## config.mk

```make
export PLATFORM = sky130hd
export DESIGN_NAME = bus_rw_ctrl_flat
export DESIGN_NICKNAME = d
export VERILOG_FILES = /design/src/rtl/bus_rw_ctrl_if.sv /design/src/rtl/bus_rw_ctrl.sv /design/src/flat_wrapper.sv
export SDC_FILE = /design/constraint.sdc
export NUM_CORES = 1
export LEC_CHECK = 0
export ABC_AREA = 1
export BUFFER_PORTS_ARGS = -buffer_cell sky130_fd_sc_hd__buf_2
export CORE_MARGIN = 5
export CORE_UTILIZATION = 37
export CTS_CLUSTER_SIZE = 16
export DETAILED_ROUTE_END_ITERATION = 6
export GPL_TIMING_DRIVEN = 0
export PLACE_DENSITY = 0.63
export SLEW_MARGIN = 0
export SYNTH_ARGS = -nofsm -noshare
export SYNTH_HDL_FRONTEND = slang
export SYNTH_SLANG_ARGS = --single-unit
```

## constraint.sdc

```tcl
create_clock -name CLK -period 2 [get_ports CLK]
set_input_delay 0.2 -clock CLK [delete_from_list [all_inputs] [get_ports CLK]]
set_output_delay 0.2 -clock CLK [all_outputs]
set_load 0.03 [all_outputs]
```

## src/rtl/bus_rw_ctrl_if.sv

```systemverilog
// CPU-strobe / buffer-control bundle between the bus sequencer and its neighbours.
// Access handshake: the CPU asserts CS_n low, then exactly one of RD_n or WR_n low,
// with A stable, and holds them until it releases the strobe. The controller answers
// with WR/IRD/IWR/RD and the register strobes, and raises busy from the first access
// state until its turnaround has finished. A new access needs a fresh falling strobe
// edge seen while busy is low.
interface bus_rw_ctrl_if;
  logic       CS_n;
  logic       RD_n;
  logic       WR_n;
  logic [1:0] A;
  logic       WR;
  logic       IRD;
  logic       IWR;
  logic       RD;
  logic [1:0] reg_sel;
  logic       reg_wr_en;
  logic       reg_rd_en;
  logic       busy;
  logic       err_conflict;
  logic       err_timeout;

  modport slave (
    input  CS_n, RD_n, WR_n, A,
    output WR, IRD, IWR, RD, reg_sel, reg_wr_en, reg_rd_en, busy, err_conflict, err_timeout
  );

  modport master (
    output CS_n, RD_n, WR_n, A,
    input  WR, IRD, IWR, RD, reg_sel, reg_wr_en, reg_rd_en, busy, err_conflict, err_timeout
  );
endinterface

```

## src/rtl/bus_rw_ctrl.sv

```systemverilog
// Read/write sequencer for the 8-bit bidirectional bus buffer: synchronises the CPU
// strobes, runs the access FSM and drives registered (Moore) buffer/register controls.
module bus_rw_ctrl #(
  parameter int SYNC_STAGES = 2,
  parameter int TA_CYCLES   = 2,
  parameter int TIMEOUT     = 64
) (
  input  logic             CLK,
  input  logic             RST,
  bus_rw_ctrl_if.slave     bus,
  output logic [2:0]       dbg_state_o
);

  localparam logic [2:0] S_IDLE     = 3'd0;
  localparam logic [2:0] S_W_LATCH  = 3'd1;
  localparam logic [2:0] S_W_PUSH   = 3'd2;
  localparam logic [2:0] S_WAIT_REL = 3'd3;
  localparam logic [2:0] S_R_FETCH  = 3'd4;
  localparam logic [2:0] S_R_DRIVE  = 3'd5;
  localparam logic [2:0] S_TURN     = 3'd6;

  localparam logic [1:0] FILL_LAST = 2'(SYNC_STAGES);
  localparam logic [7:0] TMO_LAST  = 8'(TIMEOUT - 1);
  localparam logic [3:0] TA_LAST   = 4'(TA_CYCLES - 1);

  logic [SYNC_STAGES-1:0] cs_sync_q, rd_sync_q, wr_sync_q;
  logic [1:0]             a_sync_q [SYNC_STAGES];
  logic [1:0]             fill_q;
  logic                   rd_hist_q, wr_hist_q;

  logic       cs_s, rd_s, wr_s;
  logic [1:0] a_s;
  logic       fill_done, rd_act, wr_act, rd_start, wr_start;

  logic [2:0] state_q, state_d;
  logic [7:0] tmo_q, tmo_d;
  logic [3:0] ta_q, ta_d;
  logic [1:0] sel_q, sel_d;
  logic       conflict_d, timeout_d;

  logic wr_q, ird_q, iwr_q, rd_q, reg_wr_en_q, reg_rd_en_q, busy_q;
  logic err_conflict_q, err_timeout_q;

  assign cs_s = cs_sync_q[SYNC_STAGES-1];
  assign rd_s = rd_sync_q[SYNC_STAGES-1];
  assign wr_s = wr_sync_q[SYNC_STAGES-1];
  assign a_s  = a_sync_q[SYNC_STAGES-1];

  assign rd_act    = !cs_s && !rd_s;
  assign wr_act    = !cs_s && !wr_s;
  assign fill_done = (fill_q == FILL_LAST);
  assign rd_start  = rd_act && !rd_hist_q;
  assign wr_start  = wr_act && !wr_hist_q;

  // Until the synchronisers hold real samples the history reads "active", so a strobe
  // already low across reset never looks like a fresh falling edge.
  always_ff @(posedge CLK) begin
    if (RST) begin
      cs_sync_q <= '1;
      rd_sync_q <= '1;
      wr_sync_q <= '1;
      for (int i = 0; i < SYNC_STAGES; i++) a_sync_q[i] <= 2'b11;
      fill_q    <= 2'd0;
      rd_hist_q <= 1'b1;
      wr_hist_q <= 1'b1;
    end else begin
      cs_sync_q   <= {cs_sync_q[SYNC_STAGES-2:0], bus.CS_n};
      rd_sync_q   <= {rd_sync_q[SYNC_STAGES-2:0], bus.RD_n};
      wr_sync_q   <= {wr_sync_q[SYNC_STAGES-2:0], bus.WR_n};
      a_sync_q[0] <= bus.A;
      for (int i = 1; i < SYNC_STAGES; i++) a_sync_q[i] <= a_sync_q[i-1];
      if (!fill_done) fill_q <= fill_q + 2'd1;
      rd_hist_q <= fill_done ? rd_act : 1'b1;
      wr_hist_q <= fill_done ? wr_act : 1'b1;
    end
  end

  always_comb begin
    state_d    = state_q;
    tmo_d      = tmo_q;
    ta_d       = ta_q;
    sel_d      = sel_q;
    conflict_d = 1'b0;
    timeout_d  = 1'b0;
    case (state_q)
      S_IDLE: begin
        if (rd_start && wr_start) begin
          conflict_d = 1'b1;
        end else if (wr_start) begin
          state_d = S_W_LATCH;
          sel_d   = a_s;
        end else if (rd_start) begin
          state_d = S_R_FETCH;
          sel_d   = a_s;
        end
      end
      S_W_LATCH: state_d = S_W_PUSH;
      S_W_PUSH: begin
        state_d = S_WAIT_REL;
        tmo_d   = 8'd0;
      end
      S_R_FETCH: begin
        state_d = S_R_DRIVE;
        tmo_d   = 8'd0;
      end
      S_WAIT_REL, S_R_DRIVE: begin
        // A release seen in the deadline cycle still counts as a clean release.
        if ((state_q == S_WAIT_REL) ? !wr_act : !rd_act) begin
          state_d = S_TURN;
          ta_d    = 4'd0;
        end else if (tmo_q == TMO_LAST) begin
          state_d   = S_TURN;
          ta_d      = 4'd0;
          timeout_d = 1'b1;
        end else begin
          tmo_d = tmo_q + 8'd1;
        end
      end
      S_TURN: begin
        if (ta_q == TA_LAST) state_d = S_IDLE;
        else                 ta_d    = ta_q + 4'd1;
      end
      default: state_d = S_IDLE;
    endcase
  end

  // Outputs are decoded from the next state so they line up with state_q.
  always_ff @(posedge CLK) begin
    if (RST) begin
      state_q        <= S_IDLE;
      tmo_q          <= 8'd0;
      ta_q           <= 4'd0;
      sel_q          <= 2'd0;
      wr_q           <= 1'b0;
      ird_q          <= 1'b0;
      iwr_q          <= 1'b0;
      rd_q           <= 1'b0;
      reg_wr_en_q    <= 1'b0;
      reg_rd_en_q    <= 1'b0;
      busy_q         <= 1'b0;
      err_conflict_q <= 1'b0;
      err_timeout_q  <= 1'b0;
    end else begin
      state_q        <= state_d;
      tmo_q          <= tmo_d;
      ta_q           <= ta_d;
      sel_q          <= sel_d;
      wr_q           <= (state_d == S_W_LATCH) || (state_d == S_R_FETCH);
      ird_q          <= (state_d == S_W_LATCH);
      iwr_q          <= (state_d == S_R_DRIVE);
      rd_q           <= (state_d == S_W_PUSH);
      reg_wr_en_q    <= (state_d == S_W_PUSH);
      reg_rd_en_q    <= (state_d == S_R_FETCH);
      busy_q         <= (state_d != S_IDLE);
      err_conflict_q <= conflict_d;
      err_timeout_q  <= timeout_d;
    end
  end

  assign bus.WR           = wr_q;
  assign bus.IRD          = ird_q;
  assign bus.IWR          = iwr_q;
  assign bus.RD           = rd_q;
  assign bus.reg_sel      = sel_q;
  assign bus.reg_wr_en    = reg_wr_en_q;
  assign bus.reg_rd_en    = reg_rd_en_q;
  assign bus.busy         = busy_q;
  assign bus.err_conflict = err_conflict_q;
  assign bus.err_timeout  = err_timeout_q;
  assign dbg_state_o      = state_q;

endmodule

```

## src/flat_wrapper.sv

```systemverilog
// flat-port wrapper written by rule: the top's interface ports become plain ports
module bus_rw_ctrl_flat 
#(
  parameter int SYNC_STAGES = 2,
  parameter int TA_CYCLES   = 2,
  parameter int TIMEOUT     = 64
)
  (CLK, RST, dbg_state_o, bus_CS_n, bus_RD_n, bus_WR_n, bus_A, bus_WR, bus_IRD, bus_IWR, bus_RD, bus_reg_sel, bus_reg_wr_en, bus_reg_rd_en, bus_busy, bus_err_conflict, bus_err_timeout);
  bus_rw_ctrl_if bus_i ();
  input  logic CLK;
  input  logic RST;
  output logic [2:0] dbg_state_o;
  input wire logic [$bits(bus_i.CS_n)-1:0] bus_CS_n;
  input wire logic [$bits(bus_i.RD_n)-1:0] bus_RD_n;
  input wire logic [$bits(bus_i.WR_n)-1:0] bus_WR_n;
  input wire logic [$bits(bus_i.A)-1:0] bus_A;
  output wire logic [$bits(bus_i.WR)-1:0] bus_WR;
  output wire logic [$bits(bus_i.IRD)-1:0] bus_IRD;
  output wire logic [$bits(bus_i.IWR)-1:0] bus_IWR;
  output wire logic [$bits(bus_i.RD)-1:0] bus_RD;
  output wire logic [$bits(bus_i.reg_sel)-1:0] bus_reg_sel;
  output wire logic [$bits(bus_i.reg_wr_en)-1:0] bus_reg_wr_en;
  output wire logic [$bits(bus_i.reg_rd_en)-1:0] bus_reg_rd_en;
  output wire logic [$bits(bus_i.busy)-1:0] bus_busy;
  output wire logic [$bits(bus_i.err_conflict)-1:0] bus_err_conflict;
  output wire logic [$bits(bus_i.err_timeout)-1:0] bus_err_timeout;
  assign bus_i.CS_n = bus_CS_n;
  assign bus_i.RD_n = bus_RD_n;
  assign bus_i.WR_n = bus_WR_n;
  assign bus_i.A = bus_A;
  assign bus_WR = bus_i.WR;
  assign bus_IRD = bus_i.IRD;
  assign bus_IWR = bus_i.IWR;
  assign bus_RD = bus_i.RD;
  assign bus_reg_sel = bus_i.reg_sel;
  assign bus_reg_wr_en = bus_i.reg_wr_en;
  assign bus_reg_rd_en = bus_i.reg_rd_en;
  assign bus_busy = bus_i.busy;
  assign bus_err_conflict = bus_i.err_conflict;
  assign bus_err_timeout = bus_i.err_timeout;
  bus_rw_ctrl #(.SYNC_STAGES(SYNC_STAGES), .TA_CYCLES(TA_CYCLES), .TIMEOUT(TIMEOUT)) u_core (.CLK(CLK), .RST(RST), .bus(bus_i), .dbg_state_o(dbg_state_o));
endmodule
```

==> metrics.txt, run 1 <==
status finished clean; Final HPWL DP roughly 2400 um; R2R cell count 8; ANT nets after route 0; Slew Viols, Final 0; arrival time at the worst endpoint 1.94 ns; CP delay by family, top simple AND/OR/NAND/NOR gates; number of synthesized flops with an enable pin 0; ant diodes 0; most frequent cell after synthesis nand2_1; Fmax around 0.57 GHz; Period minus WS final 1.77 ns; nets@finish about 270; Die X between 70 and 80 um; vias in the first global route 1294; setup ws final 0.231 ns; syn avg cell area 7.39 um2; clock latency on the worst-skew pair a little under 0.3 ns; max_slew headroom 0.624; crit path kind register to register; Hold Crit Class primary input to register; clock sinks 39; syn nets approximately 250; Clock Skews roughly 0.004 ns; Core Rows 25; Synth area leader dfxtp_1; Starting Density 0.375; setup violators final 0; Hold Violations, Final 0; IO buf count 19; Crit Path Max Fanout 10; most used cell, CP nor2_1; CP Capture Type register; most frequent cells after synthesis 53 x nand2_1, 39 x dfxtp_1, 32 x nor2_1, 27 x inv_1, 22 x nand3_1; CP peak stage delay about 0.36 ns; final WL 3230 um; Num CTS Buffers 5; core area about 4600 um2; Residual DRC 0; 1st-iter DRT viols slightly above 60; P per Cell Area around 780 nW/um2; CP Cell Sequence ha_1 > inv_1 > nor2_1 > nand3_1 > nand3_4 > nand2_1 > o21ai_0 > nor2_1; unrepaired setup endpoints after global routing false; CTS resizes 0; Max clock buf depth 2; Post-Syn Instances around 240; ys async rst share 0; largest net degree at the start of global routing 13; vias 1457; Critical Path Stages 8; DR WL/cell roughly 10 um; Hold-fix buffers, CTS 0; clock slew at reported path FFs 0.08 ns; synth warn 0; first-pass GRT wire length 5690 um; I/O pin count 21; share of the synthesized area in the top cell type 0.450; Placer Congestion around 0.79; Hold Path Depth 2; CP bufs+invs 1; Worst Path Required 2.17 ns; #FFs+latches synth 39; GRT Resource Usage Total 0.115; H-tree levels 2; P_leak about 0.94 nW; Synth Flop Type dfxtp_1; total grt overflow 0; fin crit share 0.885; layout cells sized above 1 0.183; post-CTS setup buffers 0; area of the mapped netlist between 1500 and 2000 um2; slowest cell on the critical path dfxtp_1; Worst VDD drop slightly above 0.4 mV; Fill cells about 480; Clock Tree Root clkbuf_8; Die Area approximately 6200 um2; Worst setup SP type register; count of max-cap constraint violations 0; Netlist cell types 23; synth top area cells dfxtp_1 45%, nand2_1 11%, nor2_1 6.9%, nand3_1 6.3%, inv_1 5.8%; Slew @ Worst Pin about 0.56 ns; setup TNS 0 ns; initial antenna violation count 0; Vias/cell roughly 4.6; Chip Height between 70 and 80 um; Area growth syn-to-layout 16.1%; CTS tree yes; DP Worst Slack between 0.2 and 0.3 ns; sequential area share after synthesis 0.450; drt first pass iters 4
sequential cells by signal (all words and copies together) (netlist names), 2 cells and up:
signal,count
u_core.tmo_q,8
u_core.a_sync_q,4
u_core.ta_q,4
u_core.dbg_state_o,3
u_core.bus.reg_sel,2
u_core.cs_sync_q,2
u_core.fill_q,2
u_core.rd_sync_q,2
u_core.wr_sync_q,2
cell usage in the layout, fill, tap and decap left out, drive strengths merged:
| cell type | netlist | layout |
|---|---|---|
| nor2 | 32 | 32 |
| xor2 | 2 | 2 |
| bufinv | 0 | 1 |
| buf | 3 | 22 |
| dfxtp | 39 | 39 |
| nand4 | 6 | 6 |
| or2 | 10 | 10 |
| inv | 28 | 28 |
| o21bai | 1 | 1 |
| a21oi | 16 | 16 |
| clkinv | 0 | 1 |
| nor3 | 2 | 2 |
| nor4 | 2 | 2 |
| ha | 5 | 5 |
| o21ai | 6 | 6 |
| nand2 | 56 | 56 |
| nand3 | 24 | 24 |
| clkbuf | 3 | 9 |
area by class of cell:
cell class	instances	area, um2	share of cell area
Tap cell	54	67.6	0.0335
Inverter	28	105	0.0521
Clock inverter	2	35.0	0.0174
Buffer	6	33.8	0.0167
Timing Repair Buffer	19	95.1	0.0471
Sequential cell	39	781	0.387
Clock buffer	6	82.6	0.0409
Multi-Input combinational cell	162	817	0.405
layer usage:
layer	part of all wire	global-route usage	up-vias
li1	-	-	799
met1	0.49	0.145	633
met2	0.45	0.182	19
met3	0.045	0.0378	6
met4	0.015	0.0472	0
met5	0	0	-
through the flow:
step / cells / hold slack [ns] / cell area (um2) / utilization / total power, mW
floorplan: 235 / 0.304 / 1740 / - / 0.903
global placement: 308 / 0.382 / 1900 / 0.410 / 0.922
detailed placement: 308 / 0.384 / 1900 / 0.410 / 0.926
CTS: 316 / 0.0792 / 2020 / 0.436 / 1.59
global route: 316 / 0.0841 / 2020 / 0.436 / 1.66
finish: 316 / 0.0862 / 2020 / 0.436 / 1.58
path summary, 6_finish.rpt:
kind                                            start  slack [ns]                     to
worst max-delay path                  u_core.tmo_q[1]        0.23         u_core.ta_q[1]
worst min register to register  u_core.a_sync_q[0][1]        0.41  u_core.a_sync_q[0][3]
worst min-delay path                         bus_A[1]        0.09  u_core.a_sync_q[0][1]
worst max register to register        u_core.tmo_q[1]        0.23         u_core.ta_q[1]
power by group:
part / internal, mW / total (mW) / switching [mW]
Combinational: 0.0338 / 0.0851 / 0.0514
Sequential: 0.810 / 0.821 / 0.0104
Clock: 0.404 / 0.672 / 0.268
Total: 1.25 / 1.58 / 0.330
cells by family (layout without fill, tap and decap cells):
logic type	Yosys count	count (layout)	synth area share
AOI/OAI and AO/OA	23	23	0.0742
DFF	39	39	0.450
buffers and inverters	34	61	0.0800
xor gates and xnor gates	2	2	0.0101
adders and majority gates	5	5	0.0360
and+or+nand+nor	132	132	0.350
worst reg2reg max path, stage by stage (launching register included):
cell and delay [ns]:
dfxtp_1 0.36, ha_1 0.22, inv_1 0.05, nor2_1 0.19
nand3_1 0.23, nand3_4 0.23, nand2_1 0.15, o21ai_0 0.18
nor2_1 0.05
Note: power is estimated with default switching activity, not from simulation.
==> run 2: changes to the inputs <==
==> constraint.sdc (replaced) <==
create_clock -name CLK -period 2 [get_ports CLK]
set_input_delay 0.1 -clock CLK [delete_from_list [all_inputs] [get_ports CLK]]
set_output_delay 0.1 -clock CLK [all_outputs]
set_load 0.03 [all_outputs]
==> run 2 against run 1 <==
  * Sequential power barely moved
  * Final cell count rose by 1.6%
  * Worst hold slack improved by 0.12 ns
  * Register-to-register slack improved by 0.02 ns
  * Clock-buffer cell count did not move
  * Die area did not move
==> metrics.txt, run 2 (synthesized netlist as in run 1, its figures left out) <==
Worst Path Required between 2 and 2.5 ns; CP delay by family, top simple AND/OR/NAND/NOR gates; clock slew at reported path FFs around 0.070 ns; H-tree levels 2; Switch Pwr around 330 uW; ANT nets after route 0; slowest cell on the critical path dfxtp_1; CP bufs+invs 1; setup TNS 0 ns; Area growth syn-to-layout 19.0%; most frequent cells in the layout 53 x nand2_1, 39 x dfxtp_1, 32 x nor2_1; Largest register FFs 8; Pwr Total about 1.6 mW; Clock Skews 0.00546 ns; Worst VDD drop about 0.39 mV; Period minus WS final approximately 1.8 ns; Slew @ Worst Pin 0.580 ns; count of max-cap constraint violations 0; initial antenna violation count 0; Slew Viols, Final 0; Core Rows 25; Post-Layout Cell Count approximately 320; Final HPWL DP about 2400 um; layout cells sized above 1 0.180; Reg power frac 0.517; most used cell, CP nor2_1; Starting Density 0.375; DR WL/cell 10.3 um; largest net degree at the start of global routing 13; crit path kind register to register; CP Capture Type register; Hold Crit Class primary input to register; status finished clean; Placed Cells 308; Placer Congestion approximately 0.79; total grt overflow 0; Gate power share 0.058; nets@finish 278; Worst setup SP type register; ant diodes 0; first-pass GRT wire length about 5900 um; clock latency on the worst-skew pair between 0.2 and 0.3 ns; CP Cell Sequence ha_1 > inv_1 > nor2_1 > nand3_1 > nand3_4 > nand2_1 > o21ai_0 > nor2_1; CTS tree yes; 1st-iter DRT viols 57; I/O pin count 21; clock sinks 39; GRT Resource Usage Total 0.120; unrepaired setup endpoints after global routing false; CP peak stage delay around 0.36 ns; Residual DRC 0; arrival time at the worst endpoint ~1.9 ns; Largest regs u_core.tmo_q (8), u_core.a_sync_q (4), u_core.ta_q (4); setup violators final 0; Die X ~79 um; internal power roughly 1.3 mW; P per Cell Area around 770 nW/um2; clock group share of total power 0.425; Clock Tree Root clkbuf_8; vias approximately 1500; fin crit share 0.876; Crit Path Max Fanout 10; Chip Height about 79 um; IO buf count 19; Die Area roughly 6000 um2; drt first pass iters 4; Vias/cell 4.63; core area around 4600 um2; final WL between 3000 and 4000 um; vias in the first global route between 1000 and 1500; P_leak ~0.96 nW; Num CTS Buffers 5; Core Util, Final 0.446; Fmax around 0.57 GHz; Max clock buf depth 2; commonest non-fill, non-tap cell in the layout nand2_1; max_slew headroom 0.610; Hold Violations, Final 0; Switching Share 0.211; register with the most flip-flops u_core.tmo_q
[run 2: layout make-up]
type | instances | area [um2]
plain buffers | 6 | 33.8
clock buffers | 6 | 82.6
clock inverters | 2 | 35.0
fillers | 476 | 2560
inverters | 28 | 105
multi-input cells | 162 | 817
flip-flops and latches | 39 | 781
well taps | 54 | 67.6
repair buffers | 24 | 145
[run 2: final timing paths]
path	slack, ns	start	to	cells after the start
setup / recovery	0.25	u_core.tmo_q[1]	u_core.ta_q[1]	8
hold / removal	0.21	RST	u_core.tmo_q[1]	2
setup reg to reg	0.25	u_core.tmo_q[1]	u_core.ta_q[1]	8
hold reg to reg	0.41	u_core.rd_sync_q[0]	u_core.rd_sync_q[1]	1
[run 2: timing repair]
action | CTS | global route
setup buffers | 0 | 0
endpoints found under the hold margin | 5 | 0
setup endpoints to repair | 0 | 0
hold buffers | 5 | 0
gates resized for setup | 0 | 0
[run 2: power by group through the flow]
stage               logic [mW]  registers (mW)  clock network (mW)
floorplan               0.0628           0.840                   0
global placement        0.0837           0.838                   0
detailed placement      0.0866           0.839                   0
CTS                     0.0943           0.821               0.685
global route             0.113           0.825               0.729
finish                  0.0929           0.821               0.675
[run 2: per-stage QoR]
| stage | hold slack (ns) | worst slack, ns | cell area (um2) |
|---|---|---|---|
| after floorplan | 0.204 | 0.342 | 1740 |
| after global placement | 0.282 | 0.265 | 1900 |
| after detailed placement | 0.284 | 0.275 | 1900 |
| after CTS | 0.217 | 0.246 | 2070 |
| after global routing | 0.245 | 0.0780 | 2070 |
| final | 0.210 | 0.247 | 2070 |
[run 2: routing by layer]
layer | part of all wire | wire length (um) | GRT usage | up-vias
met5 | 0 | 0 | 0 | -
met4 | 0.015 | 50 | 0.0472 | 0
met3 | 0.041 | 135 | 0.0378 | 6
met2 | 0.46 | 1510 | 0.190 | 19
met1 | 0.49 | 1610 | 0.150 | 651
li1 | - | - | - | 810
==> run 3: changes to the inputs <==
--- a/config.mk
+++ b/config.mk
@@ -8,11 +8,11 @@
 export ABC_AREA = 1
 export BUFFER_PORTS_ARGS = -buffer_cell sky130_fd_sc_hd__buf_2
 export CORE_MARGIN = 5
-export CORE_UTILIZATION = 37
+export CORE_UTILIZATION = 35
 export CTS_CLUSTER_SIZE = 16
 export DETAILED_ROUTE_END_ITERATION = 6
 export GPL_TIMING_DRIVEN = 0
-export PLACE_DENSITY = 0.63
+export PLACE_DENSITY = 0.61
 export SLEW_MARGIN = 0
 export SYNTH_ARGS = -nofsm -noshare
 export SYNTH_HDL_FRONTEND = slang
==> run 3 against run 2 <==
  * Register-to-register slack better by 0.04 ns
  * Via count up 2.0%
  * Utilization down 1.8 points
  * Die area up 5.0%
  * Sequential power about the same
  * Clock skew down 0.0014 ns
  * Clock-buffer cell count up 1
  * Cell area down 0.73%
  * Critical path type unchanged
  * Largest cell class unchanged
  * Largest power group unchanged
==> metrics.txt, run 3 (synthesized netlist as in run 1, its figures left out) <==
Hold Crit Class primary input to register; initial antenna violation count 0; Largest regs u_core.tmo_q (8), u_core.a_sync_q (4), u_core.ta_q (4); clock slew at reported path FFs approximately 0.070 ns; Clock Skews roughly 0.0040 ns; total grt overflow 0; I/O pin count 21; Hold Path Depth 2; Fmax around 0.58 GHz; GRT Resource Usage Total 0.121; Clock Tree Root clkbuf_8; drt first pass iters 4; ANT nets after route 0; Worst Path Required 2.16 ns; vias between 1500 and 2000; setup TNS 0 ns; commonest non-fill, non-tap cell in the layout nand2_1; ant diodes 0; IO buf count 19; slowest cell on the critical path dfxtp_1; Worst setup SP type register; H-tree levels 2; fin crit share 0.858; post-route cell area between 2000 and 2500 um2; P_leak 0.940 nW; Die Area 6470 um2; CP delay by family, top simple AND/OR/NAND/NOR gates; hold_sp RST; first-pass GRT wire length between 6000 and 7000 um; status finished clean; Slew @ Worst Pin 0.599 ns; Core Util, Final 0.429; Hold Violations, Final 0; Chip Height 80.4 um; Final HPWL DP ~2500 um; CP peak stage delay roughly 0.36 ns; Post-Place Cell Area roughly 1900 um2; Die X about 80 um; CP Cell Sequence ha_1 > inv_1 > nor2_1 > nand3_2 > nand3_4 > nand2_1 > o21ai_0 > nor2_1; 1st-iter DRT viols 71; largest net degree at the start of global routing 12; Largest register FFs 8; CP bufs+invs 1; Max clock buf depth 2; clock sinks 39; max_slew headroom 0.597; core area about 4800 um2; Slew Viols, Final 0; CTS tree yes; vias in the first global route roughly 1400; setup ws final around 0.28 ns; Vias/cell 4.54; register with the most flip-flops u_core.tmo_q; crit path kind register to register; nets@finish around 280; r2r startpoint u_core.tmo_q[1]; Num CTS Buffers 5; layout cells sized above 1 0.176; Area growth syn-to-layout 18.2%; Period minus WS final about 1.7 ns; most frequent cells in the layout 53 x nand2_1, 39 x dfxtp_1, 32 x nor2_1; CP Capture Type register; R2R setup slack 0.28 ns; unrepaired setup endpoints after global routing false; Core Rows 25; P per Cell Area approximately 690 nW/um2; Placer Congestion 0.787; R2R cell count 8; DP Worst Slack about 0.24 ns; Worst VDD drop between 0.4 and 0.5 mV; setup violators final 0; arrival time at the worst endpoint ~1.9 ns; Residual DRC 0; most used cell, CP nor2_1; Starting Density 0.363; clock latency on the worst-skew pair a little under 0.3 ns; Crit Path Max Fanout 10; Crit Reg-Reg Endpoint u_core.ta_q[1]; count of max-cap constraint violations 0; Worst Hold Endpoint u_core.tmo_q[1]; DR WL/cell 10.3 um; final WL between 3000 and 4000 um
==> run 3: final cells by class <==
type,instances,area [um2]
timing repair buffer,24,145
clock inverter,1,5.00
inverter,28,105
fill,497,2730
sequential,39,781
multi-input combinational,162,822
clock buffer,7,76.3
tap,67,83.8
buffer,6,33.8
==> run 3: worst max-delay path by stage <==
stage,depth (start not counted),slack (ns),startpoint,to
2_1_floorplan,10,0.34,u_core.dbg_state_o[0],u_core.ta_q[1]
5_1_grt,8,0.05,u_core.tmo_q[0],u_core.ta_q[1]
4_1_cts,8,0.21,u_core.tmo_q[1],u_core.bus.busy
3_5_place_dp,8,0.24,u_core.tmo_q[1],u_core.bus.busy
3_3_place_gp,8,0.25,u_core.tmo_q[1],u_core.ta_q[1]
6_report,8,0.28,u_core.tmo_q[1],u_core.ta_q[1]
==> run 3: metrics by stage <==
step | total power, mW | std cells | hold WS, ns
final | 1.42 | 334 | 0.216
after global routing | 1.50 | 334 | 0.255
after CTS | 1.45 | 334 | 0.223
after detailed placement | 0.927 | 321 | 0.286
after global placement | 0.922 | 321 | 0.283
after floorplan | 0.903 | 235 | 0.204
==> run 3: worst register-to-register path, cell delays in order (launching register included) <==
cell and delay (ns):
dfxtp_1 0.36, ha_1 0.22, inv_1 0.05, nor2_1 0.21, nand3_2 0.18, nand3_4 0.20
nand2_1 0.15, o21ai_0 0.18, nor2_1 0.05
==> run 3: timing repair <==
action                                  in CTS  in global routing
endpoints found under the setup margin       0                  1
resized for setup                            0                  1
hold buffers                                 5                  0
setup buffers                                0                  0
hold endpoints to repair                     5                  0
==> run 3: report_power, final <==
part	internal (mW)	switching (mW)	leakage (nW)
sequential	0.811	0.0111	0.317
combinational	0.0399	0.0537	0.581
clock	0.245	0.262	0.0422
==> run 3: metal layers <==
metal  up-vias  track usage  wire [um]
met5         -            0          0
met4         0       0.0405         23
met3         2       0.0415        154
met2        25        0.213       1700
met1       680        0.137       1550
li1        809            -          -
